`src/rtl/reg_dump_uart.sv`:
```
// reg_dump_uart: walks the register-file read port from x0 upward and sends
// each 32-bit value out a UART TX line as four big-endian 8N1 bytes.
//
// Ports:
//   clk    - clock
//   rst    - asynchronous active-low reset
//   start  - dump request, honoured only while idle
//   ra     - register-file read address (registered reg_idx)
//   rd     - register-file read data, combinational in ra
//   tx     - UART serial out, idle high
//   busy   - dump in progress
//   done   - one-cycle pulse when the last stop bit ends
//
// Build option: define REG_DUMP_INDEX_EN to precede each register's data
// bytes with an index byte {3'b000, reg_idx}.
module reg_dump_uart #(
  parameter int unsigned CLKS_PER_BIT = 434,
  parameter int unsigned NREGS        = 32
) (
  input  logic        clk,
  input  logic        rst,
  input  logic        start,
  output logic [4:0]  ra,
  input  logic [31:0] rd,
  output logic        tx,
  output logic        busy,
  output logic        done
);

  localparam int unsigned CNT_W = $clog2(CLKS_PER_BIT);
`ifdef REG_DUMP_INDEX_EN
  localparam int unsigned LAST_BYTE = 4;
`else
  localparam int unsigned LAST_BYTE = 3;
`endif

  localparam logic [2:0] S_IDLE  = 3'd0;
  localparam logic [2:0] S_FETCH = 3'd1;
  localparam logic [2:0] S_START = 3'd2;
  localparam logic [2:0] S_DATA  = 3'd3;
  localparam logic [2:0] S_STOP  = 3'd4;

  logic [2:0]       state_q, state_d;
  logic [4:0]       reg_idx_q, reg_idx_d;
  logic [2:0]       byte_idx_q, byte_idx_d;
  logic [2:0]       bit_idx_q, bit_idx_d;
  logic [CNT_W-1:0] clk_cnt_q, clk_cnt_d;
  logic [31:0]      shadow_q, shadow_d;
  logic [7:0]       shift_q, shift_d;
  logic             tx_q, tx_d;
  logic             busy_q, busy_d;
  logic             done_q, done_d;

  logic             bit_end;
  logic [2:0]       nxt_byte_idx;

  // Big-endian data byte k of a 32-bit word.
  function automatic logic [7:0] data_byte(input logic [31:0] word, input logic [1:0] k);
    case (k)
      2'd0:    data_byte = word[31:24];
      2'd1:    data_byte = word[23:16];
      2'd2:    data_byte = word[15:8];
      default: data_byte = word[7:0];
    endcase
  endfunction

  assign bit_end      = (clk_cnt_q == CNT_W'(CLKS_PER_BIT - 1));
  assign nxt_byte_idx = byte_idx_q + 3'd1;

  // State and datapath registers.
  always_ff @(posedge clk or negedge rst) begin
    if (!rst) begin
      state_q    <= S_IDLE;
      reg_idx_q  <= 5'd0;
      byte_idx_q <= 3'd0;
      bit_idx_q  <= 3'd0;
      clk_cnt_q  <= '0;
      shadow_q   <= 32'd0;
      shift_q    <= 8'd0;
      tx_q       <= 1'b1;
      busy_q     <= 1'b0;
      done_q     <= 1'b0;
    end else begin
      state_q    <= state_d;
      reg_idx_q  <= reg_idx_d;
      byte_idx_q <= byte_idx_d;
      bit_idx_q  <= bit_idx_d;
      clk_cnt_q  <= clk_cnt_d;
      shadow_q   <= shadow_d;
      shift_q    <= shift_d;
      tx_q       <= tx_d;
      busy_q     <= busy_d;
      done_q     <= done_d;
    end
  end

  // Next-state logic; tx_d is the line level of the state being entered.
  always_comb begin
    state_d    = state_q;
    reg_idx_d  = reg_idx_q;
    byte_idx_d = byte_idx_q;
    bit_idx_d  = bit_idx_q;
    clk_cnt_d  = clk_cnt_q;
    shadow_d   = shadow_q;
    shift_d    = shift_q;
    tx_d       = tx_q;
    busy_d     = busy_q;
    done_d     = 1'b0;

    case (state_q)
      S_IDLE: begin
        tx_d   = 1'b1;
        busy_d = 1'b0;
        if (start) begin
          reg_idx_d = 5'd0;
          busy_d    = 1'b1;
          state_d   = S_FETCH;
        end
      end

      S_FETCH: begin
        // Snapshot rd now; later register writes do not affect this frame.
        shadow_d   = rd;
        byte_idx_d = 3'd0;
        clk_cnt_d  = '0;
`ifdef REG_DUMP_INDEX_EN
        shift_d    = {3'b000, reg_idx_q};
`else
        shift_d    = data_byte(rd, 2'd0);
`endif
        tx_d       = 1'b0;
        state_d    = S_START;
      end

      S_START: begin
        if (bit_end) begin
          clk_cnt_d = '0;
          bit_idx_d = 3'd0;
          tx_d      = shift_q[0];
          state_d   = S_DATA;
        end else begin
          clk_cnt_d = clk_cnt_q + CNT_W'(1);
        end
      end

      S_DATA: begin
        if (bit_end) begin
          clk_cnt_d = '0;
          if (bit_idx_q == 3'd7) begin
            tx_d    = 1'b1;
            state_d = S_STOP;
          end else begin
            bit_idx_d = bit_idx_q + 3'd1;
            shift_d   = {1'b0, shift_q[7:1]};
            tx_d      = shift_q[1];
          end
        end else begin
          clk_cnt_d = clk_cnt_q + CNT_W'(1);
        end
      end

      S_STOP: begin
        if (bit_end) begin
          clk_cnt_d = '0;
          if (byte_idx_q < 3'(LAST_BYTE)) begin
            byte_idx_d = nxt_byte_idx;
`ifdef REG_DUMP_INDEX_EN
            shift_d    = data_byte(shadow_q, 2'(nxt_byte_idx - 3'd1));
`else
            shift_d    = data_byte(shadow_q, 2'(nxt_byte_idx));
`endif
            tx_d       = 1'b0;
            state_d    = S_START;
          end else if (reg_idx_q < 5'(NREGS - 1)) begin
            reg_idx_d = reg_idx_q + 5'd1;
            tx_d      = 1'b1;
            state_d   = S_FETCH;
          end else begin
            tx_d    = 1'b1;
            busy_d  = 1'b0;
            done_d  = 1'b1;
            state_d = S_IDLE;
          end
        end else begin
          clk_cnt_d = clk_cnt_q + CNT_W'(1);
        end
      end

      default: begin
        tx_d    = 1'b1;
        busy_d  = 1'b0;
        state_d = S_IDLE;
      end
    endcase
  end

  assign ra   = reg_idx_q;
  assign tx   = tx_q;
  assign busy = busy_q;
  assign done = done_q;

endmodule

```
`config.mk`:
```
export PLATFORM = sky130hd
export DESIGN_NAME = reg_dump_uart
export DESIGN_NICKNAME = d
export VERILOG_FILES = /design/src/rtl/reg_dump_uart.sv
export SDC_FILE = /design/constraint.sdc
export NUM_CORES = 1
export LEC_CHECK = 0
export CAP_MARGIN = 20
export CORE_ASPECT_RATIO = 1.25
export CORE_MARGIN = 2
export CORE_UTILIZATION = 50
export CTS_CLUSTER_SIZE = 16
export DETAILED_ROUTE_END_ITERATION = 10
export PLACE_DENSITY = 0.76
export SYNTH_ARGS = -nofsm -noshare
export SYNTH_HDL_FRONTEND = slang
export SYNTH_SLANG_ARGS = --single-unit
```
`constraint.sdc`:
```
create_clock -name clk -period 4.4 [get_ports clk]
set_input_delay 0.88 -clock clk [delete_from_list [all_inputs] [get_ports clk]]
set_output_delay 0.88 -clock clk [all_outputs]
set_load 0.005 [all_outputs]
```
==> impl_metrics.py, run 1 <==
metrics = {
    "detailed_routing": {
        "met1_length_um": 3200,
        "route.detailed.drc": 0,
        "dr_wl_met2_um": 3540,
        "vias_per_cell": 5.95,
        "route.met3.wl_um": 351,
        "wl_per_cell_um": 16.4,
        "firstDrtPassIters": 5,
        "vias": 2600,
        "wl_um": 7170,
        "drtAntennaViolNets": 0,
        "drt_iter0_markers": 228,
        "maxUsedRoutingLayer": "met4",
    },
    "global_routing": {
        "grt_first_pass_wirelength_um": 12200,
        "antenna_found_initial": 0,
        "overflow": 0,
        "grt_pass1_vias": 2488,
        "grt_util_all_layers": 0.201,
        "grt_max_degree": 39,
    },
    "clock_network": {
        "cts_hold_buf": 0,
        "cts_buffers": 9,
        "cts.sinks": 66,
        "cts_tree": "built",
        "clk_latency_ns": 0.34,
        "cts-resized-gates": 0,
        "post_cts.repair.setup_buffers": 0,
        "cts_max_level": 3,
        "clk_pin_slew_worst_paths_ns": 0.08,
        "cts_buffer_depth": 2,
        "cts_root_buffer": "clkbuf_8",
    },
    "critical_path": {
        "path_depth": 4,
        "reg2reg_depth": 4,
        "cp-start-kind": "flip-flop",
        "crit_arrival_ns": 2.83,
        "cp_top_family": "compound AO/OA/AOI/OAI gates",
        "reg2reg_to": "shift_q[5]",
        "cpPeakStageDelay_ns": 0.72,
        "worstSetupEndpoint": "shift_q[5]",
        "criticalPathCategory": "flip-flop to flip-flop",
        "end_kind": "flip-flop",
        "critPathRequiredTime_ns": 4.62,
        "critPathLaunch": "state_q[2]",
        "reg2reg_slack_ns": 1.80,
        "crit_slowest_cell": "dfrtp_1",
        "crit_chain": "or3b_1 -> a22oi_4 -> a211o_1 -> mux2_4",
        "path_max_fanout": 18,
        "r2r-start": "state_q[2]",
        "path_buf_inv": 0,
    },
    "final_layout": {
        "final_util": 0.624,
        "drive_above_1_share": 0.194,
        "n_antenna_cell": 0,
        "final_nets": 390,
        "syn_to_final_growth_pct": 19.5,
    },
    "sta": {
        "hold_viol": 0,
        "rsz0062_at_grt": "false",
        "skew_ns": 0.00792,
        "fmax_mhz": 384,
        "hold_slack_ns": 0.492,
        "worst_slew_pin_slew_ns": 0.839,
        "maxSlewViolCount": 0,
        "finalCritPeriodShare": 0.592,
        "min_period_ns": 2.60,
        "relSlewSlack": 0.441,
        "setup_tns_ns": 0,
        "setup_viol": 0,
        "fin_ws_ns": 1.80,
    },
    "logic_synthesis": {
        "yosys_warnings": 0,
        "syn_area_mm2": 0.00345,
        "ys_ff_latch": 66,
        "synth_flop_cell": "dfrtp_1",
        "ys_seq_area_frac": 0.479,
        "syn_area_per_cell_um2": 11.2,
        "ys_types": 53,
        "synth_edf_count": 0,
        "synth-async-reset-ratio": 1.00,
        "syn_inst": 307,
        "syn-num-nets": 352,
    },
    "placement": {
        "pre_cts_ws_ns": 1.81,
        "place_congestion": 0.830,
        "detailed_place_hpwl_um": 5130,
        "io_buffers": 42,
    },
    "die": {
        "die_y_um": 96.9,
        "ios": 43,
        "dieArea_mm2": 0.00758,
        "die_w_um": 78.3,
        "core_area_mm2": 0.00661,
        "start_util": 0.522,
        "num_rows": 33,
    },
    "pwr": {
        "p_per_area_mw_per_mm2": 412,
        "max-vdd-ir-drop_mv": 0.314,
        "power.leakage_nw": 1.68,
    },
    "min_path": {
        "hold_class": "flip-flop to flip-flop",
    },
    "run": {
        "drv_cap": 0,
    },
    "status": {
        "status": "complete, no violations",
    },
}
[cells in the final DEF, fill, tap and decap left out, types with 5 or more instances in the layout]
| cell | Yosys | final |
|---|---|---|
| nand2_1 | 20 | 20 |
| ha_1 | 10 | 10 |
| nor3_1 | 5 | 5 |
| a222oi_1 | 8 | 8 |
| nor2_1 | 14 | 14 |
| o21ai_0 | 22 | 22 |
| o2bb2ai_1 | 7 | 7 |
| a22o_1 | 6 | 6 |
| mux2_2 | 34 | 34 |
| mux2_4 | 8 | 8 |
| clkbuf_8 | 0 | 11 |
| nor2b_1 | 5 | 5 |
| xnor2_1 | 5 | 5 |
| clkdlybuf4s50_1 | 0 | 41 |
| o22ai_1 | 9 | 9 |
| dfrtp_1 | 65 | 65 |
| nand3_1 | 7 | 7 |
| a21oi_1 | 14 | 14 |
| inv_1 | 5 | 5 |
[routing by layer]
layer	track usage	vias up
li1	-	1228
met2	0.318	81
met4	0.0607	0
met5	0	-
met3	0.0504	7
met1	0.275	1284
[cell type report]
class	instances	area, um^2
Clock buffer	12	155
Timing Repair Buffer	45	438
Sequential cell	66	1650
Fill cell	532	2480
Clock inverter	4	50.0
Inverter	5	18.8
Multi-Input combinational cell	218	1700
Tap cell	87	109
[tightest hold or removal path: stages (launching register included)]
cell and delay, ns:
dfrtp_1 0.35, nand2_1 0.05, o21ai_0 0.06
[power by group]
part	leakage [nW]	internal [mW]	switching (mW)
logic	0.757	0.207	0.124
registers	0.825	0.728	0.113
clock network	0.0986	0.292	0.236
total	1.68	1.23	0.473
[stage by stage]
stage / cells / total power, mW / cell area (um^2)
after CTS: 437 / 1.71 / 4120
after global placement: 421 / 1.16 / 3920
after global routing: 437 / 1.79 / 4120
final: 437 / 1.70 / 4120
after detailed placement: 421 / 1.18 / 3920
after floorplan: 307 / 1.06 / 3450
[registers in the layout (all words and copies together) (netlist names)]
register,cells
bit_idx_q,3
ra,5
shadow_q,32
done,1
byte_idx_q,3
shift_q,8
tx,1
busy,1
state_q,3
clk_cnt_q,9
[synthesized netlist by cell type (2+ instances only)]
library cell	instances	share of area
nor3_1	5	0.0073
nand3_1	7	0.010
nand2_1	20	0.022
ha_1	10	0.036
o2bb2ai_1	7	0.018
nor2_1	14	0.015
xnor2_1	5	0.013
mux2_2	34	0.11
inv_1	5	0.0054
a22o_1	6	0.015
a31oi_1	3	0.0054
clkbuf_1	10	0.011
a21o_1	4	0.0087
and2_1	3	0.0054
and3_1	2	0.0036
a21oi_1	14	0.020
o22ai_1	9	0.016
buf_2	5	0.0073
o21ai_0	22	0.032
a211o_1	2	0.0051
dfrtp_1	65	0.47
nand2b_1	2	0.0036
o31ai_1	2	0.0044
mux2_4	8	0.035
a222oi_1	8	0.023
nand4_1	4	0.0073
nor2b_1	5	0.0091
[kinds of logic after synthesis]
kind of cell | share of synthesized area
DFF | 0.479
xor gates and xnor gates | 0.0127
AOI/OAI and AO/OA | 0.178
buffers and inverters | 0.0301
muxes | 0.149
and+or+nand+nor | 0.115
adders and majority gates | 0.0363
[worst min-delay path by stage]
stage / from / end / slack (ns) / cells past startpoint
CTS: bit_idx_q[2] / bit_idx_q[2] / 0.50 / 2
detailed placement: bit_idx_q[2] / bit_idx_q[2] / 0.48 / 2
global route: bit_idx_q[2] / bit_idx_q[2] / 0.52 / 2
finish: bit_idx_q[2] / bit_idx_q[2] / 0.49 / 2
floorplan: bit_idx_q[1] / bit_idx_q[1] / 0.45 / 2
global placement: bit_idx_q[2] / bit_idx_q[2] / 0.47 / 2
Power figures use the tool's default switching activity.
==> run 2: changes to the inputs <==
==> constraint.sdc (replaced) <==
create_clock -name clk -period 2.6 [get_ports clk]
set_input_delay 0.52 -clock clk [delete_from_list [all_inputs] [get_ports clk]]
set_output_delay 0.52 -clock clk [all_outputs]
set_load 0.005 [all_outputs]
==> impl_metrics.py, run 2 (same netlist as run 1, synthesis figures left out) <==
metrics = {
    "global_routing": {
        "grt_pass1_vias": 2584,
        "antenna_found_initial": 0,
        "grt_util_all_layers": 0.213,
        "grt_first_pass_wirelength_um": 12700,
        "grt_max_degree": 36,
        "overflow": 0,
    },
    "die": {
        "num_rows": 33,
        "core_area_mm2": 0.00661,
        "start_util": 0.522,
        "die_w_um": 78.3,
        "ios": 43,
        "dieArea_mm2": 0.00758,
        "die_y_um": 96.9,
    },
    "clock_network": {
        "cts_tree": "built",
        "post_cts.repair.setup_buffers": 0,
        "cts_buffer_depth": 2,
        "cts_buffers": 9,
        "cts_root_buffer": "clkbuf_8",
        "cts_max_level": 3,
        "clk_latency_ns": 0.35,
        "cts_hold_buf": 0,
        "cts.sinks": 66,
        "clk_pin_slew_worst_paths_ns": 0.08,
        "cts-resized-gates": 0,
    },
    "final_layout": {
        "fillers": 526,
        "drive_above_1_share": 0.215,
        "top_regs": "shadow_q: 32 flops, clk_cnt_q: 9 flops, shift_q: 8 flops",
        "final_common_cell": "dfrtp_1",
        "final_nets": 398,
        "multiInputGateArea_mm2": 0.00170,
        "n_antenna_cell": 0,
        "largest_reg_flops": 32,
        "final_cell_mix": "65 x dfrtp_1, 41 x clkdlybuf4s50_1, 34 x mux2_2",
        "largest_register": "shadow_q",
        "final_area_mm2": 0.00423,
        "seq_area_mm2": 0.00165,
        "syn_to_final_growth_pct": 22.6,
    },
    "sta": {
        "maxSlewViolCount": 0,
        "fin_ws_ns": 0.517,
        "rsz0062_at_grt": "false",
        "relSlewSlack": 0.613,
        "setup_viol": 0,
        "fmax_mhz": 480,
        "setup_tns_ns": 0,
        "finalCritPeriodShare": 0.801,
        "worst_slew_pin_slew_ns": 0.580,
        "min_period_ns": 2.08,
        "skew_ns": 0.00945,
        "hold_viol": 0,
    },
    "detailed_routing": {
        "wl_per_cell_um": 17.1,
        "vias": 2672,
        "drtAntennaViolNets": 0,
        "route.detailed.drc": 0,
        "firstDrtPassIters": 7,
        "vias_per_cell": 6.00,
        "drt_iter0_markers": 283,
        "wl_um": 7610,
    },
    "critical_path": {
        "crit_arrival_ns": 2.31,
        "criticalPathCategory": "flip-flop to flip-flop",
        "cp-start-kind": "flip-flop",
        "end_kind": "flip-flop",
        "critPathRequiredTime_ns": 2.83,
        "path_max_fanout": 11,
    },
    "pwr": {
        "power.leakage_nw": 1.74,
        "max-vdd-ir-drop_mv": 0.573,
        "p_per_area_mw_per_mm2": 726,
    },
    "placement": {
        "place_congestion": 0.863,
        "io_buffers": 42,
        "pre_cts_ws_ns": 0.532,
        "detailed_place_hpwl_um": 5320,
        "dpl-instance-area_mm2": 0.00398,
    },
    "status": {
        "status": "complete, no violations",
    },
    "min_path": {
        "hold_class": "input port to asynchronous set/reset pin",
    },
    "run": {
        "drv_cap": 0,
    },
}
==> run 2: worst max-delay path: stages (launching register included) <==
cell and delay, ns:
dfrtp_1 0.37, or3b_1 0.58, a22oi_4 0.24, a211o_1 0.43, mux2_4 0.34
==> run 2: cell type report <==
type / count / share of cell area
multi-input cells: 218 / 0.402
well taps: 87 / 0.0257
inverters: 5 / 0.00444
clock buffers: 10 / 0.0325
flip-flops and latches: 66 / 0.391
clock inverters: 6 / 0.0269
repair buffers: 53 / 0.118
==> run 2: per-layer routing <==
metal | track usage | vias to the layer above | part of all wire
li1 | - | 1240 | -
met1 | 0.286 | 1348 | 0.44
met2 | 0.341 | 73 | 0.50
met3 | 0.0429 | 11 | 0.038
met4 | 0.0823 | 0 | 0.017
met5 | 0 | - | 0
==> run 2: worst paths after layout <==
kind,start,to,slack (ns),cells past startpoint
max reg2reg,state_q[1],shift_q[3],0.52,4
max,state_q[1],shift_q[3],0.52,4
min,rst,busy,0.17,1
max in group asynchronous,rst,shadow_q[9],1.72,2
min in group clk,bit_idx_q[1],bit_idx_q[1],0.51,2
min reg2reg,bit_idx_q[1],bit_idx_q[1],0.51,2
==> run 2: per-stage QoR <==
step           std cells   util  hold WS [ns]  power, mW
2_1_floorplan        307      -         0.224       1.80
4_1_cts              445  0.640         0.173       3.08
3_3_place_gp         429  0.602         0.467       1.98
6_report             445  0.640         0.165       3.07
3_5_place_dp         429  0.602         0.481       2.01
5_1_grt              445  0.640         0.189       3.23
==> run 2: power by group <==
part           switching (mW)  leakage, nW  internal (mW)
clock network           0.410        0.119          0.664
registers               0.180        0.825           1.23
logic                   0.223        0.795          0.358
==> run 3: changes to the inputs <==
==> constraint.sdc (replaced) <==
create_clock -name clk -period 1.95 [get_ports clk]
set_input_delay 0.39 -clock clk [delete_from_list [all_inputs] [get_ports clk]]
set_output_delay 0.39 -clock clk [all_outputs]
set_load 0.005 [all_outputs]
==> impl_metrics.py, run 3 (same netlist as run 1, synthesis figures left out) <==
metrics = {
    "sta": {
        "rsz0062_at_grt": "false",
        "skew_ns": 0.00697,
        "fmax_mhz": 533,
        "hold_viol": 0,
        "finalCritPeriodShare": 0.962,
        "setup_viol": 0,
        "maxSlewViolCount": 0,
        "relSlewSlack": 0.694,
        "min_period_ns": 1.88,
        "hold_slack_ns": 0.0463,
        "worst_slew_pin_slew_ns": 0.457,
    },
    "detailed_routing": {
        "vias_per_cell": 5.86,
        "drt_iter0_markers": 194,
        "drtAntennaViolNets": 0,
        "firstDrtPassIters": 6,
        "route.detailed.drc": 0,
        "wl_um": 7630,
        "wl_per_cell_um": 16.7,
        "vias": 2677,
    },
    "critical_path": {
        "reg2reg_slack_ns": 0.07,
        "r2r-start": "state_q[1]",
        "critPathLaunch": "state_q[1]",
        "crit_arrival_ns": 2.11,
        "path_max_fanout": 20,
        "critPathRequiredTime_ns": 2.18,
        "criticalPathCategory": "flip-flop to flip-flop",
        "cp-start-kind": "flip-flop",
        "end_kind": "flip-flop",
    },
    "global_routing": {
        "busiest_layer": "met2",
        "grt_util_all_layers": 0.212,
        "antenna_found_initial": 0,
        "met3_usage": 0.0420,
        "grt_first_pass_wirelength_um": 12800,
        "overflow": 0,
        "gr-usage-met2": 0.357,
        "grt_pass1_vias": 2668,
        "grt_max_degree": 67,
        "use_met1": 0.269,
    },
    "clock_network": {
        "cts.sinks": 66,
        "cts_tree": "built",
        "cts_max_level": 3,
        "cts_root_buffer": "clkbuf_8",
        "clk_latency_ns": 0.34,
        "cts_buffer_depth": 2,
        "cts_buffers": 9,
        "cts_hold_buf": 0,
        "clk_pin_slew_worst_paths_ns": 0.07,
    },
    "final_layout": {
        "multiInputGateArea_mm2": 0.00173,
        "largest_register": "shadow_q",
        "drive_above_1_share": 0.257,
        "fillers": 539,
        "final_area_mm2": 0.00430,
        "seq_area_mm2": 0.00165,
        "final_nets": 411,
        "largest_reg_flops": 32,
        "final_cell_mix": "64 x dfrtp_1, 41 x clkdlybuf4s50_1, 34 x mux2_2",
        "final_common_cell": "dfrtp_1",
        "final_cells": 457,
        "syn_to_final_growth_pct": 24.8,
        "n_antenna_cell": 0,
        "top_regs": "shadow_q: 32 flops, clk_cnt_q: 9 flops, shift_q: 8 flops",
    },
    "min_path": {
        "hold_class": "input port to asynchronous set/reset pin",
    },
    "placement": {
        "placed_cells": 441,
        "place_congestion": 0.857,
        "detailed_place_hpwl_um": 5360,
        "dpl-instance-area_mm2": 0.00409,
        "io_buffers": 42,
    },
    "die": {
        "ios": 43,
        "die_y_um": 96.9,
        "die_w_um": 78.3,
        "start_util": 0.522,
        "num_rows": 33,
        "dieArea_mm2": 0.00758,
        "core_area_mm2": 0.00661,
    },
    "pwr": {
        "p_per_area_mw_per_mm2": 877,
        "power.leakage_nw": 1.80,
        "max-vdd-ir-drop_mv": 0.633,
    },
    "run": {
        "drv_cap": 0,
    },
    "status": {
        "status": "complete, no violations",
    },
}
==> run 3: final timing paths <==
path / end / depth (start not counted)
setup / recovery: ra[0] / 5
hold / removal: ra[0] / 2
setup reg to reg: ra[0] / 5
hold reg to reg: bit_idx_q[2] / 2
max in group asynchronous: tx / 2
min in group clk: bit_idx_q[2] / 2
==> run 3: critical path, cell delays in order, from the launching register on <==
cell and delay (ns):
dfrtp_1 0.37, buf_4 0.21, or2_2 0.36, a311oi_1 0.35
o21ai_0 0.19, mux2_2 0.29
==> run 3: report_power, final <==
group / switching [mW] / internal (mW)
sequential: 0.198 / 1.65
combinational: 0.358 / 0.547
clock: 0.508 / 0.518
total: 1.06 / 2.71
==> run 3: timing repair <==
action,in CTS,in global routing
buffers inserted,0,1
gates resized for setup,2,7
hold endpoints to repair,0,0
endpoints found under the setup margin,9,15
pin swaps,0,3
==> run 3: through the flow <==
| stage | TNS (ns) | total power [mW] | utilization | setup slack (ns) |
|---|---|---|---|---|
| finish | 0 | 3.77 | 0.652 | 0.0738 |
| global route | 0 | 3.98 | 0.652 | 0.00000844 |
| CTS | 0 | 3.78 | 0.646 | 0.00371 |
| detailed placement | -0.253 | 2.75 | 0.620 | -0.0349 |
| global placement | 0 | 2.72 | 0.620 | 0.00484 |
| floorplan | 0 | 2.39 | - | 0.0561 |
==> run 3: layout make-up <==
class / count / share of cell area
multi-input combinational: 218 / 0.402
clock inverter: 3 / 0.00349
sequential: 66 / 0.384
tap: 87 / 0.0253
timing repair buffer: 66 / 0.144
inverter: 5 / 0.00436
clock buffer: 12 / 0.0360
==> run 3: routing by layer <==
layer	vias up	wire [um]	part of all wire
li1	1273	-	-
met1	1305	3290	0.43
met2	85	3890	0.51
met3	14	309	0.040
met4	0	137	0.018
met5	-	0	0
==> variant 1 (settings of run 2) <==
`CLKS_PER_BIT`: 434 -> 868.
--- a/src/rtl/reg_dump_uart.sv
+++ b/src/rtl/reg_dump_uart.sv
@@ -14,7 +14,7 @@
 // Build option: define REG_DUMP_INDEX_EN to precede each register's data
 // bytes with an index byte {3'b000, reg_idx}.
 module reg_dump_uart #(
-  parameter int unsigned CLKS_PER_BIT = 434,
+  parameter int unsigned CLKS_PER_BIT = 868,
   parameter int unsigned NREGS        = 32
 ) (
   input  logic        clk,
Function: no difference found for any inputs over 10 cycles, from zero or initial values and one cycle with rst low; that may be too few to reach the edited logic, so the function may still have changed.
==> variant 1 against run 2 <==
Critical path depth unchanged; sequential cell count rose by 1; routed wire length shrank 2.2%; count of clock-buffer cells in the layout decreased by 1; final area up 0.15%; setup slack worse by 3.8 ps; synthesized cell count rose by 6.5%; area after synthesis is 2.2% higher.
Power is not compared: it rests on default switching activity, and its combinational part moved more than twofold at a synthesized area within 25%.
==> variant 1: results (changes against run 2) <==
| Quantity | This run | vs run 2 |
|---|---|---|
| Number of nets in the final layout | 412 | +3.5% |
| Proportion of synthesized chip area in sequential cells | 47.6% | -0.33 points |
| Reg2reg end | ra[2] |  |
| HPWL reported at the end of detailed placement | 5360 um | +0.63% |
| Largest registers | shadow_q x32, clk_cnt_q x10, shift_q x8 |  |
| Minimum hold slack | 485 ps | +320 ps |
| FF-to-FF Start | clk_cnt_q[4] |  |
| Post-Place Cells | 446 | +4.0% |
| Relative slew margins | 61.6% | +0.26 points |
| Core utilization of the finished layout | 61.5% | -2.6 points |
| Post-cts gate resize count | 0 | unchanged |
| Commonest cells in the synthesized netlist | 66 x sky130_fd_sc_hd__dfrtp_1, 42 x sky130_fd_sc_hd__mux2_2, 29 x sky130_fd_sc_hd__nand2_1 |  |
| 1st-pass router iterations | 5 | -2 |
| Quantity of I/O buffers inserted on ports | 42 | unchanged |
| Global-route usage over all layers | 21.2% | -0.14 points |
| Hold buffer count at cts | 1 | +1 |
| Avg WL per Cell | 16.1 um | -6.0% |
| Result of the run | complete, no violations |  |
| Total cell area at the placement stage | 0.00400 mm2 | +0.44% |
| Global-route wire length before repair | 13200 um | +3.8% |
| Warnings from Yosys | 0 | unchanged |
| Clock buffer count from CTS | 9 | unchanged |
| Cell variety after synth | 58 | +9.4% |
| Met2 usage in global routing | 33.6% | -0.45 points |
| Final RePlAce weighted congestion | 0.838 | -2.8% |
| Maximum fanout encountered on the critical timing path | 10 | -1 |
| Largest net degree at the start of global routing | 41 | +14% |
| Number of post-CTS setup repair buffers | 0 | unchanged |
| Global-route track usage on met1 | 28.8% | +0.23 points |
| Violation count after the first detailed-routing iteration | 259 | -8.5% |
| GR Layer Usage met3 | 4.16% | -0.13 points |
| Number of standard cells after synthesis | 327 | +6.5% |
| Top post-synthesis cells by area | sky130_fd_sc_hd__dfrtp_1 47%, sky130_fd_sc_hd__mux2_2 13%, sky130_fd_sc_hd__o21ai_0 3.3% |  |
| Hold worst-path end | tx |  |
| Worst slack at placement | 550 ps | +18.0 ps |
| Share of post-route cells with drive strength above 1 | 21.4% | -0.061 points |
| Count of fill cells added during filler insertion | 571 | +8.6% |
| Worst Hold Class | reg -> reg |  |
| Via density per instance | 5.97 | -0.65% |
| Via count of the first global-routing pass | 2781 | +7.6% |
| Non-Filler Instances | 463 | +4.0% |
| Worst Clk Skew | 12.4 ps | +2.92 ps |
| CTS HTree Levels | 3 | unchanged |
| Number of nets in the synthesized netlist | 371 | +5.4% |
-- variant 1: cells by family after synthesis --
logic type	count (synthesis)	share of synthesized area (%)
compound gates	94	18.2
xor+xnor	2	0.497
fa+ha+maj	9	3.19
buf+inv	29	4.29
flops	67	47.6
mux	43	13.7
simple gates	83	12.5
-- variant 1: how the worst max path moves through the flow --
stage | startpoint | to | slack (ps) | cells past startpoint
final | clk_cnt_q[4] | ra[2] | 510 | 4
after global routing | state_q[0] | clk_cnt_q[6] | 340 | 5
after CTS | clk_cnt_q[4] | ra[2] | 530 | 4
after detailed placement | clk_cnt_q[4] | ra[2] | 550 | 4
after global placement | clk_cnt_q[4] | ra[2] | 600 | 4
after floorplan | clk_cnt_q[4] | ra[2] | 670 | 5
-- variant 1: critical path, stage by stage (launching register included) --
cell                       delay [ps]
sky130_fd_sc_hd__dfrtp_1          480
sky130_fd_sc_hd__or4b_1           530
sky130_fd_sc_hd__or4_1            510
sky130_fd_sc_hd__a221oi_1         330
sky130_fd_sc_hd__o21ai_0          110
-- variant 1: routing by layer --
layer / wire length, um / share of wire [%] / up-vias
li1: - / - / 1316
met1: 3310 / 44 / 1331
met2: 3620 / 49 / 97
met3: 338 / 4.5 / 18
met4: 173 / 2.3 / 0
met5: 0 / 0 / -
-- variant 1: layout make-up --
class	instances	area share (%)
Clock inverter	7	2.51
Timing Repair Buffer	51	11.5
Clock buffer	9	2.92
Inverter	8	0.709
Multi-Input combinational cell	231	40.1
Sequential cell	67	39.6
Tap cell	90	2.66
-- variant 1: power breakdown --
group / switching (mW) / internal [mW]
Combinational: 0.492 / 0.700
Clock: 0.440 / 0.557
Sequential: 0.353 / 1.46
==> variant 2 (settings of run 2) <==
Without the edit above. Put one more register stage on the output `tx`, with the module's reset. The value now appears one clock later. The other outputs are not delayed to match.
--- a/src/rtl/reg_dump_uart.sv
+++ b/src/rtl/reg_dump_uart.sv
@@ -195,7 +195,13 @@
   end
 
   assign ra   = reg_idx_q;
-  assign tx   = tx_q;
+  always_ff @(posedge clk or negedge rst) begin
+    if (!rst) begin
+      tx <= '0;
+    end else begin
+      tx <= tx_q;
+    end
+  end
   assign busy = busy_q;
   assign done = done_q;
 
Behaviour: not the same (Yosys sat finds a counterexample within 4 cycles, from zero or initial values and one cycle with rst low).
==> variant 2 against run 2 <==
Total power decreased by 12%; area after synthesis up 0.73%; critical path depth stayed put; sequential cell count rose by 1; final area fell by 1.8%; non-clock buffer count is 2 lower; routed wire length down 4.0%; global-route usage shrank 0.46 points; setup slack got worse by 190 ps; critical path type unchanged; critical endpoint is now shift_q[5].
==> variant 2: results (changes against run 2) <==
| Quantity | This run | vs run 2 |
|---|---|---|
| Result of the run | complete, no violations |  |
| Number of nets in the synthesized netlist | 353 | +0.28% |
| Top post-synthesis cells by area | sky130_fd_sc_hd__dfrtp_1 48%, sky130_fd_sc_hd__mux2_2 11%, sky130_fd_sc_hd__ha_1 3.6% |  |
| Arithmetic-cell share of the synthesized area counting full adders, half adders and majority gates | 3.60% | -0.026 points |
| Routed metal-1 wire length | 3150 um | -6.9% |
| Final RePlAce weighted congestion | 0.861 | -0.15% |
| Fraction of synthesized cell area in xor and xnor cells | 1.26% | -0.0091 points |
| GR Layer Usage met3 | 3.44% | -0.85 points |
| Worst slack at placement | 333 ps | -199 ps |
| Largest net degree at the start of global routing | 37 | +2.8% |
| Seq. pwr | 1.45 mW | +3% |
| Net switching power figure | 0.778 mW | -4.4% |
| Via density per instance | 5.78 | -3.7% |
| Leakage | 1.71 nW | -1.8% |
| Post-Place Cells | 431 | +0.47% |
| Global-route wire length before repair | 12600 um | -0.99% |
| Total cell area at the placement stage | 0.00400 mm2 | +0.66% |
| Commonest cells in the synthesized netlist | 66 x sky130_fd_sc_hd__dfrtp_1, 34 x sky130_fd_sc_hd__mux2_2, 22 x sky130_fd_sc_hd__o21ai_0 |  |
| Via count | 2573 | -3.7% |
| Actual slew at the worst max-slew pin | 746 ps | +165 ps |
| Max incr delay on CP | 610 ps | +30 ps |
| Mean cell area of the mapped netlist | 11.3 um2 | +0.40% |
| Worst supply voltage drop on vdd | 0.456 mV | -20% |
| HPWL reported at the end of detailed placement | 5250 um | -1.5% |
| Mux share of post-synthesis cell area | 14.8% | -0.11 points |
| Data arrival, critical path | 2500 ps | +190 ps |
| WL final | 7310 um | -4.0% |
==> variant 2: changes by cell type after synthesis, sizes merged <==
cell   delta
dfrtp     +1
==> variant 2: area by class of cell <==
type | count | area (um2) | share of cell area (%)
clock buffer | 10 | 128 | 3.07
clock inverter | 4 | 20.0 | 0.482
multi-input combinational | 218 | 1700 | 40.9
timing repair buffer | 51 | 495 | 11.9
tap | 90 | 113 | 2.71
inverter | 5 | 18.8 | 0.452
sequential | 67 | 1680 | 40.4
==> variant 2: final timing paths <==
path	from	end	slack (ps)	cells after the start
min in group clk	tx_q	tx	420	0
min	rst	clk_cnt_q[1]	240	1
max reg2reg	state_q[0]	shift_q[5]	320	4
max	state_q[0]	shift_q[5]	320	4
min reg2reg	tx_q	tx	420	0
max in group asynchronous	rst	shadow_q[17]	1710	2
==> variant 2: critical path, delay by kind of cell (launching register included) <==
family / cells / cell delay, ps
compound gates: 2 / 660
simple gates: 1 / 610
flops: 1 / 540
mux: 1 / 340
